## src/rtl/cosmic_kb_pkg.sv

```systemverilog
// Shared definitions for the key encoder: FSM states, key/note sizing and the
// priority encoder used to turn a key vector into a note number.
package cosmic_kb_pkg;

  localparam int unsigned NUM_KEYS = 7;
  localparam int unsigned NOTE_W   = 4;
  localparam logic [NOTE_W-1:0] NOTE_NONE = 4'd0;

  typedef enum logic [1:0] {
    StIdle,
    StDebounce,
    StHeld,
    StRelease
  } kb_state_e;

  // Highest set bit wins: bit NUM_KEYS-1 is note 1, bit 0 is note NUM_KEYS.
  function automatic logic [NOTE_W-1:0] encode_keys(input logic [NUM_KEYS-1:0] k);
    logic [NOTE_W-1:0] n;
    n = NOTE_NONE;
    for (int i = 0; i < NUM_KEYS; i++) begin
      if (k[i]) n = NOTE_W'(NUM_KEYS - i);
    end
    return n;
  endfunction

endpackage

```

## src/rtl/key_encoder_if.sv

```systemverilog
// Key-switch input and accepted-note outputs of the key encoder.
interface key_encoder_if;
  import cosmic_kb_pkg::*;

  logic [NUM_KEYS-1:0] keys;
  logic [NOTE_W-1:0]   note;
  logic                note_valid;
  logic                note_release;
  logic                key_active;

  modport master (
    output keys,
    input  note,
    input  note_valid,
    input  note_release,
    input  key_active
  );

  modport slave (
    input  keys,
    output note,
    output note_valid,
    output note_release,
    output key_active
  );

endinterface

```

## src/rtl/key_sync.sv

```systemverilog
// Two-flop synchronizer for asynchronous key inputs, synchronous active-high reset.
module key_sync #(
  parameter int unsigned Width = 7
) (
  input  logic             clk,
  input  logic             rst,
  input  logic [Width-1:0] d,
  output logic [Width-1:0] q
);

  logic [Width-1:0] meta_q;
  logic [Width-1:0] sync_q;

  always_ff @(posedge clk) begin
    if (rst) begin
      meta_q <= '0;
      sync_q <= '0;
    end else begin
      meta_q <= d;
      sync_q <= meta_q;
    end
  end

  assign q = sync_q;

endmodule

```

## src/rtl/key_encoder.sv

```systemverilog
// Debounced key-to-note encoder: synchronizes the keys, priority-encodes them and
// accepts/releases a note only after it has been stable for DEBOUNCE_CYCLES clocks.
module key_encoder
  import cosmic_kb_pkg::*;
#(
  parameter int unsigned DEBOUNCE_CYCLES = 1_000_000
) (
  input  logic          clk,
  input  logic          rst,
  key_encoder_if.slave  bus
);

  localparam int unsigned CntW = (DEBOUNCE_CYCLES > 1) ? $clog2(DEBOUNCE_CYCLES) : 1;
  localparam logic [CntW-1:0] CntLast = CntW'(DEBOUNCE_CYCLES - 1);

  logic [NUM_KEYS-1:0] keys_sync;
  logic [NOTE_W-1:0]   enc;

  kb_state_e         state_q, state_d;
  logic [CntW-1:0]   cnt_q, cnt_d;
  logic [NOTE_W-1:0] cand_q, cand_d;
  logic [NOTE_W-1:0] note_q, note_d;
  logic              valid_q, valid_d;
  logic              release_q, release_d;
  logic              active_q, active_d;

  key_sync #(
    .Width(NUM_KEYS)
  ) u_key_sync (
    .clk (clk),
    .rst (rst),
    .d   (bus.keys),
    .q   (keys_sync)
  );

  assign enc = encode_keys(keys_sync);

  always_comb begin
    state_d   = state_q;
    cnt_d     = cnt_q;
    cand_d    = cand_q;
    note_d    = note_q;
    valid_d   = 1'b0;
    release_d = 1'b0;

    unique case (state_q)
      StIdle: begin
        if (enc != NOTE_NONE) begin
          cand_d  = enc;
          cnt_d   = '0;
          state_d = StDebounce;
        end
      end
      StDebounce: begin
        if (enc != cand_q) begin
          cnt_d   = '0;
          state_d = StIdle;
        end else if (cnt_q == CntLast) begin
          note_d  = cand_q;
          valid_d = 1'b1;
          state_d = StHeld;
        end else begin
          cnt_d = cnt_q + CntW'(1);
        end
      end
      StHeld: begin
        if (enc != note_q) begin
          cnt_d   = '0;
          state_d = StRelease;
        end
      end
      StRelease: begin
        // Key came back before the release window expired: silently resume.
        if (enc == note_q) begin
          cnt_d   = '0;
          state_d = StHeld;
        end else if (cnt_q == CntLast) begin
          cnt_d     = '0;
          note_d    = NOTE_NONE;
          release_d = 1'b1;
          state_d   = StIdle;
        end else begin
          cnt_d = cnt_q + CntW'(1);
        end
      end
      default: begin
        cnt_d   = '0;
        state_d = StIdle;
      end
    endcase

    active_d = (state_d == StHeld) || (state_d == StRelease);
  end

  always_ff @(posedge clk) begin
    if (rst) begin
      state_q   <= StIdle;
      cnt_q     <= '0;
      cand_q    <= NOTE_NONE;
      note_q    <= NOTE_NONE;
      valid_q   <= 1'b0;
      release_q <= 1'b0;
      active_q  <= 1'b0;
    end else begin
      state_q   <= state_d;
      cnt_q     <= cnt_d;
      cand_q    <= cand_d;
      note_q    <= note_d;
      valid_q   <= valid_d;
      release_q <= release_d;
      active_q  <= active_d;
    end
  end

  assign bus.note         = note_q;
  assign bus.note_valid   = valid_q;
  assign bus.note_release = release_q;
  assign bus.key_active   = active_q;

endmodule

```

## src/flat_wrapper.sv

```systemverilog
// flat-port wrapper written by rule: the top's interface ports become plain ports
module key_encoder_flat import cosmic_kb_pkg::*;
#(
  parameter int unsigned DEBOUNCE_CYCLES = 1_000_000
)
  (clk, rst, bus_keys, bus_note, bus_note_valid, bus_note_release, bus_key_active);
  key_encoder_if bus_i ();
  input  logic clk;
  input  logic rst;
  input wire logic [$bits(bus_i.keys)-1:0] bus_keys;
  output wire logic [$bits(bus_i.note)-1:0] bus_note;
  output wire logic [$bits(bus_i.note_valid)-1:0] bus_note_valid;
  output wire logic [$bits(bus_i.note_release)-1:0] bus_note_release;
  output wire logic [$bits(bus_i.key_active)-1:0] bus_key_active;
  assign bus_i.keys = bus_keys;
  assign bus_note = bus_i.note;
  assign bus_note_valid = bus_i.note_valid;
  assign bus_note_release = bus_i.note_release;
  assign bus_key_active = bus_i.key_active;
  key_encoder #(.DEBOUNCE_CYCLES(DEBOUNCE_CYCLES)) u_core (.clk(clk), .rst(rst), .bus(bus_i));
endmodule
```

## config.mk

```make
export PLATFORM = sky130hd
export DESIGN_NAME = key_encoder_flat
export DESIGN_NICKNAME = d
export VERILOG_FILES = /design/src/rtl/cosmic_kb_pkg.sv /design/src/rtl/key_encoder_if.sv /design/src/rtl/key_sync.sv /design/src/rtl/key_encoder.sv /design/src/flat_wrapper.sv
export SDC_FILE = /design/constraint.sdc
export NUM_CORES = 1
export LEC_CHECK = 0
export ABC_AREA = 1
export CAP_MARGIN = 10
export CORE_MARGIN = 2
export CORE_UTILIZATION = 52
export DETAILED_ROUTE_END_ITERATION = 8
export HOLD_SLACK_MARGIN = 0.03
export PLACE_DENSITY = 0.85
export SYNTH_ARGS = -nofsm -noshare
export SYNTH_HDL_FRONTEND = slang
export SYNTH_HIERARCHICAL = 1
export SYNTH_SLANG_ARGS = --single-unit
```

## constraint.sdc

```tcl
create_clock -name clk -period 1.85 [get_ports clk]
set_clock_uncertainty 0.15 [all_clocks]
set_input_delay 0.37 -clock clk [delete_from_list [all_inputs] [get_ports clk]]
set_output_delay 0.37 -clock clk [all_outputs]
set_load 0.02 [all_outputs]
```

==> impl_metrics.json, run 1 <==
{
  "outcome": "finished, violations left",
  "violations": "negative setup slack",
  "finalSetupTns_ns": -2.076,
  "grt_use_total_pct": 25.67,
  "clk_latency_ns": 0.32,
  "hold_viol": 0,
  "postRouteAntennaNets": 0,
  "synthFlopType": "dfxtp_1",
  "cp.required_ns": 1.96,
  "clock_sinks": 45,
  "ys_warn_count": 6,
  "met2_usage_pct": 43.75,
  "io_buffers": 14,
  "cts_root_buf": "clkbuf_8",
  "cts_tree": "built",
  "ir_drop_uv": 654.1,
  "cp_top_family": "simple AND/OR/NAND/NOR gates",
  "dp_hpwl_um": 4145,
  "syn-instance-count": 409,
  "firstDrtPassIters": 5,
  "seqPwrFrac_pct": 42.6,
  "max_freq_ghz": 0.4837,
  "syn_nets": 419,
  "vias_per_cell": 5.378,
  "placed_area_um2": 2948,
  "antenna_found_initial": 0,
  "p_leak_nw": 1.531,
  "seq_area_frac_synth_pct": 35.45,
  "synth_compound_area_share_pct": 8.124,
  "synthArstFlopShare_pct": 0,
  "start_util_pct": 53.80,
  "gp_congestion": 0.9203,
  "dp_cells": 510,
  "slew_viol_final": 0,
  "synthTopCellsByArea": "dfxtp_1 (35%), nand2_1 (16%), nor2_1 (11%)",
  "rsz0062_at_grt": "yes",
  "cp_max_fo": 3,
  "p_sw_share_pct": 31.99,
  "grt_start_max_net_pins": 20,
  "num_vias": 2845,
  "cpMostUsedCell": "nor2_2",
  "cts_max_path_buffers": 2,
  "cp_num_buf_inv": 2,
  "cpPeakStageDelay_ns": 0.38,
  "coreArea_um2": 4723,
  "final_area_um2": 3363,
  "synth_common_cells": "nand2_1 (109), nor2_1 (72), inv_1 (69), dfxtp_1 (45), a21oi_1 (27)",
  "post-route-period-util_pct": 111.8,
  "pwr_density_cell_nw_per_um2": 747.2,
  "drv_cap": 0,
  "hold_class": "flip-flop to flip-flop",
  "pwr-share-comb_pct": 25.8,
  "globalRoute.busiestLayer": "met2",
  "synthAdderAreaFrac_pct": 0.4924,
  "hold_buffers": 0,
  "yosys.area.top_type_share_pct": 35.45,
  "switchingPower_w": 0.0008039,
  "synthMuxAreaShare_pct": 0,
  "path_class": "flip-flop to flip-flop",
  "die_y_um": 73.91,
  "final_nets": 471,
  "start_kind": "flip-flop",
  "gr-total-overflow": 0,
  "synthSimpleGateAreaFrac_pct": 38.80,
  "finalCriticalPeriod_ns": 2.068,
  "drive_above_1_share_pct": 24.03,
  "worst_setup_path_end_kind": "flip-flop",
  "path_depth": 11,
  "min_path_cells": 2,
  "crit_chain": "ha_4 -> buf_4 -> nand3_1 -> inv_1 -> nand2_1 -> nor2_2 -> xor2_1 -> nand4_1 -> nand2_1 -> nor2_2 -> nor2_2",
  "die_w_um": 73.91,
  "clkPwrFrac_pct": 31.7,
  "first_global_vias": 2510,
  "n_antenna_cell": 0,
  "cp_data_arrival_time_ns": 2.17,
  "synth_edf_count": 0,
  "avgSynthCellArea_um2": 6.213,
  "worst_slack_ns": -0.2175,
  "avgRoutedWirePerCell_um": 13.33,
  "r2r_cells": 11,
  "num-fill-cells": 328,
  "fin_cells": 529,
  "dieArea_um2": 5462,
  "synth_area_leader_cell": "dfxtp_1",
  "p_int_w": 0.001709,
  "h-tree-depth": 2,
  "ys_seq_elements": 45,
  "drtIter0Drc": 421,
  "grt_pass1_wl_um": 10900,
  "final_core_util_pct": 71.21,
  "synth_xor_area_share_pct": 3.102,
  "ios": 16,
  "slowest_stage": "dfxtp_4",
  "syn_area_um2": 2541,
  "clk_pin_slew_ns": 0.10,
  "cts_buffers": 5,
  "synth_top_family_by_area": "simple AND/OR/NAND/NOR gates",
  "synth_most_common_cell": "nand2_1",
  "syn_to_final_growth_pct": 32.35,
  "drcViolationCount": 0,
  "synth_cell_types": 29,
  "rows": 25,
  "wl_um": 7054,
  "use_met3_pct": 5.075,
  "setup_viol": 20,
  "grtUsageMet1_pct": 31.70
}
==> logic make-up (layout without fill, tap and decap cells) <==
logic type / after synthesis / after routing
other cells: 1 / 1
flops: 45 / 45
xor+xnor: 9 / 9
buf+inv: 81 / 134
simple gates: 233 / 233
compound gates: 39 / 39
fa+ha+maj: 1 / 1
==> flip-flops by register name (all words and copies together) (netlist names) <==
signal	cells
u_core/bus.key_active	1
u_core/state_q	2
u_core/bus.note_release	1
u_core/bus.note_valid	1
u_core/u_key_sync/q	7
u_core/cnt_q	20
u_core/cand_q	3
u_core/u_key_sync/meta_q	7
u_core/bus.note	3
==> power groups by stage <==
stage / combinational (W) / clock (W) / sequential (W)
after floorplan: 0.000335 / 0 / 0.00107
after global placement: 0.000469 / 0 / 0.00108
after detailed placement: 0.000482 / 0 / 0.00108
after CTS: 0.000580 / 0.000797 / 0.00107
after global routing: 0.000710 / 0.000835 / 0.00108
final: 0.000648 / 0.000796 / 0.00107
==> cell usage in the layout (no fill, tap or decap), types with 10 or more instances in the layout <==
master           count
a21oi_1             18
a21oi_2             10
buf_4               35
clkdlybuf4s50_1     13
dfxtp_1             38
inv_1               66
nand2_1             94
nand2_2             17
nand3_1             20
nor2_1              62
nor2_2              10
==> routing by layer <==
metal	vias up	routed length, µm
met3	37	610
met5	-	0
met1	1295	2787
met2	153	3410
met4	0	246
li1	1360	-
==> worst paths after layout <==
kind	from	end	slack [ns]
setup / recovery	u_core/cnt_q[1]$_SDFFE_PP0P_	u_core/cnt_q[16]$_SDFFE_PP0P_	-0.22
hold / removal	u_core/u_key_sync/meta_q[3]$_SDFF_PP0_	u_core/u_key_sync/q[3]$_SDFF_PP0_	0.25
setup reg to reg	u_core/cnt_q[1]$_SDFFE_PP0P_	u_core/cnt_q[16]$_SDFFE_PP0P_	-0.22
hold reg to reg	u_core/u_key_sync/meta_q[3]$_SDFF_PP0_	u_core/u_key_sync/q[3]$_SDFF_PP0_	0.25
==> worst register-to-register path, cell delays in order, from the launching register on <==
cell	delay (ns)
dfxtp_4	0.38
ha_4	0.16
buf_4	0.12
nand3_1	0.16
inv_1	0.12
nand2_1	0.09
nor2_2	0.18
xor2_1	0.27
nand4_1	0.14
nand2_1	0.10
nor2_2	0.04
nor2_2	0.12
==> stage by stage <==
step	hold slack, ns	setup WS (ns)	total power (W)
after detailed placement	0.2454	-0.1025	0.001566
final	0.2509	-0.2175	0.002513
after floorplan	0.2383	0.01410	0.001410
after global placement	0.2379	-0.07359	0.001551
after CTS	0.2527	-0.08485	0.002442
after global routing	0.2684	-0.2962	0.002620
==> cell type report <==
type	count	area [µm²]	share of cell area, %
multi-input cells	283	1451	43.15
flip-flops and latches	45	914.6	27.19
repair buffers	56	531.8	15.81
inverters	70	265.3	7.887
well taps	67	83.83	2.493
clock buffers	5	68.82	2.046
clock inverters	3	47.55	1.414
==> what timing repair did <==
item	4_1_cts	5_1_grt
endpoints found under the setup margin	23	28
hold endpoints to repair	0	0
gates cloned	2	1
setup buffers	7	3
gates resized for setup	18	46
pin swaps	7	14
(Power assumes the default switching activity.)
==> run 2: changes to the inputs <==
--- a/config.mk
+++ b/config.mk
@@ -6,7 +6,7 @@
 export NUM_CORES = 1
 export LEC_CHECK = 0
 export ABC_AREA = 1
-export CAP_MARGIN = 10
+export CAP_MARGIN = 20
 export CORE_MARGIN = 2
 export CORE_UTILIZATION = 52
 export DETAILED_ROUTE_END_ITERATION = 8
@@ -14,5 +14,4 @@
 export PLACE_DENSITY = 0.85
 export SYNTH_ARGS = -nofsm -noshare
 export SYNTH_HDL_FRONTEND = slang
-export SYNTH_HIERARCHICAL = 1
 export SYNTH_SLANG_ARGS = --single-unit
==> impl_metrics.json, run 2 <==
{
  "synth_compound_area_share_pct": 6.649,
  "dp_hpwl_um": 5104,
  "start_util_pct": 54.19,
  "num_vias": 3288,
  "grt_start_max_net_pins": 25,
  "syn_nets": 450,
  "post-route-period-util_pct": 113.9,
  "ys_seq_elements": 45,
  "p_leak_nw": 1.719,
  "synth_most_common_cell": "nand2_1",
  "firstDrtPassIters": 8,
  "cp_max_fo": 5,
  "io_buffers": 14,
  "gp_congestion": 0.9922,
  "syn_to_final_growth_pct": 35.31,
  "clk_latency_ns": 0.32,
  "syn_area_um2": 2785,
  "antenna_found_initial": 0,
  "pwr_density_cell_nw_per_um2": 778.6,
  "start_kind": "flip-flop",
  "finalSetupTns_ns": -2.243,
  "die_w_um": 77.19,
  "postRouteAntennaNets": 0,
  "rrSetupSlack_ns": -0.26,
  "synth_xor_area_share_pct": 3.459,
  "vias_per_cell": 5.728,
  "layout_common_cells": "nand2_1 (91), inv_1 (55), nor2_1 (54)",
  "num-fill-cells": 376,
  "wl_um": 9305,
  "synthSimpleGateAreaFrac_pct": 44.97,
  "n_antenna_cell": 0,
  "synthArstFlopShare_pct": 0,
  "syn-instance-count": 440,
  "clock_sinks": 45,
  "avgSynthCellArea_um2": 6.330,
  "synthFlopType": "dfxtp_1",
  "r2r_start": "u_core.u_key_sync.q[1]$_SDFF_PP0_",
  "ys_warn_count": 0,
  "min_path_cells": 2,
  "final_nets": 513,
  "seq_area_frac_synth_pct": 32.35,
  "slew_viol_final": 0,
  "synth_edf_count": 0,
  "yosys.area.top_type_share_pct": 32.35,
  "synth_top_family_by_area": "simple AND/OR/NAND/NOR gates",
  "synth_area_leader_cell": "dfxtp_1",
  "gr-total-overflow": 0,
  "r2r_end": "u_core.cnt_q[6]$_SDFFE_PP0P_",
  "synthMuxAreaShare_pct": 0,
  "finalCriticalPeriod_ns": 2.107,
  "drcViolationCount": 0,
  "ios": 16,
  "final_common_cell": "nand2_1",
  "drv_cap": 0,
  "cts_root_buf": "clkbuf_8",
  "path_class": "flip-flop to flip-flop",
  "clk_pin_slew_ns": 0.10,
  "synthAdderAreaFrac_pct": 0.4492,
  "drtIter0Drc": 501,
  "grt_pass1_wl_um": 12500,
  "rows": 26,
  "worst_slack_ns": -0.2571,
  "hold_viol": 0,
  "cp_data_arrival_time_ns": 2.19,
  "synthTopCellsByArea": "dfxtp_1 (32%), nand2_1 (16%), nor2_1 (9.4%)",
  "coreArea_um2": 5140,
  "synth_cell_types": 34,
  "worst_setup_path_end_kind": "flip-flop",
  "drive_above_1_share_pct": 33.33,
  "die_y_um": 77.19,
  "dieArea_um2": 5958,
  "first_global_vias": 2853,
  "outcome": "finished, violations left",
  "violations": "negative setup slack",
  "ir_drop_uv": 469.3,
  "synth_common_cells": "nand2_1 (118), nor2_1 (70), inv_1 (58), dfxtp_1 (45), nand3_1 (40)",
  "avgRoutedWirePerCell_um": 16.21,
  "min_from": "u_core.u_key_sync.meta_q[3]$_SDFF_PP0_",
  "grt_use_total_pct": 25.77,
  "cp.required_ns": 1.93,
  "r2r_cells": 15,
  "top_register": "u_core.cnt_q",
  "cts_tree": "built",
  "pre_cts_slack_ns": -0.1909,
  "h-tree-depth": 2,
  "rsz0062_at_grt": "yes",
  "largest_register_ffs": 20,
  "cts_buffers": 5,
  "p_total_w": 0.002934,
  "max_freq_ghz": 0.4746,
  "hold_class": "flip-flop to flip-flop",
  "whs_endpoint": "u_core.u_key_sync.q[3]$_SDFF_PP0_",
  "setup_viol": 24,
  "cts_max_path_buffers": 2
}
==> run 2: what timing repair did <==
| item | in CTS | in global routing |
|---|---|---|
| gates resized for setup | 34 | 66 |
| gates cloned | 0 | 1 |
| setup buffers | 2 | 3 |
| endpoints found under the setup margin | 30 | 28 |
| hold buffers | 0 | 0 |
| pin swaps | 8 | 31 |
==> run 2: worst max-delay path by stage <==
| stage | from | end | cells past startpoint |
|---|---|---|---|
| finish | u_core.u_key_sync.q[1]$_SDFF_PP0_ | u_core.cnt_q[6]$_SDFFE_PP0P_ | 15 |
| global route | u_core.u_key_sync.q[1]$_SDFF_PP0_ | u_core.cnt_q[6]$_SDFFE_PP0P_ | 15 |
| CTS | u_core.u_key_sync.q[2]$_SDFF_PP0_ | u_core.cnt_q[9]$_SDFFE_PP0P_ | 12 |
| detailed placement | u_core.cnt_q[0]$_SDFFE_PP0P_ | u_core.bus.note[1]$_SDFFE_PP0P_ | 11 |
| global placement | u_core.cnt_q[0]$_SDFFE_PP0P_ | u_core.bus.note[0]$_SDFFE_PP0P_ | 11 |
| floorplan | u_core.cnt_q[1]$_SDFFE_PP0P_ | u_core.cnt_q[18]$_SDFFE_PP0P_ | 11 |
==> run 2: logic make-up (layout without fill, tap and decap cells) <==
logic type      after synthesis  after routing
flops                        45             45
compound gates               31             31
fa+ha+maj                     1              1
buf+inv                      76            140
other cells                   1              1
simple gates                275            275
xor+xnor                     11             11
==> run 2: routing by layer <==
metal  part of all wire (%)  global-route usage [%]
met5                      0                       0
met3                     10                   4.588
met4                    6.3                   10.18
met1                     36                   31.54
met2                     48                   44.61
==> run 2: final cells by class <==
cell class	instances	area, µm²	share of cell area (%)
sequential	45	917.1	24.34
timing repair buffer	69	583.1	15.47
multi-input combinational	319	1823	48.37
inverter	63	241.5	6.408
clock buffer	5	68.82	1.826
tap	70	87.58	2.324
clock inverter	3	47.55	1.262
==> run 2: critical path: stages (launching register included) <==
cell	delay (ns)
dfxtp_1	0.37
inv_1	0.07
nand2_1	0.06
nand2_1	0.04
nand2_1	0.05
nand2_1	0.06
nand2_2	0.09
nand2_2	0.12
nand2_4	0.12
nand2_2	0.10
nor2_4	0.17
nand2_1	0.12
nand2_4	0.10
buf_4	0.14
nand3_1	0.09
a21oi_1	0.19
==> run 2: metrics by stage <==
| step | hold WS, ns | cell area (µm²) | utilization (%) | std cells |
|---|---|---|---|---|
| floorplan | 0.2383 | 2793 | - | 440 |
| global placement | 0.2390 | 3316 | 64.51 | 560 |
| detailed placement | 0.2468 | 3316 | 64.51 | 560 |
| CTS | 0.2587 | 3525 | 68.57 | 570 |
| global route | 0.2695 | 3769 | 73.32 | 574 |
| finish | 0.2450 | 3769 | 73.32 | 574 |
==> run 2: power breakdown <==
part,internal (W),switching [W],leakage (nW),total [W]
Combinational,0.000379,0.000654,1.29,0.00103
Clock,0.000412,0.000390,0.0591,0.000802
Sequential,0.00103,0.0000662,0.373,0.00110
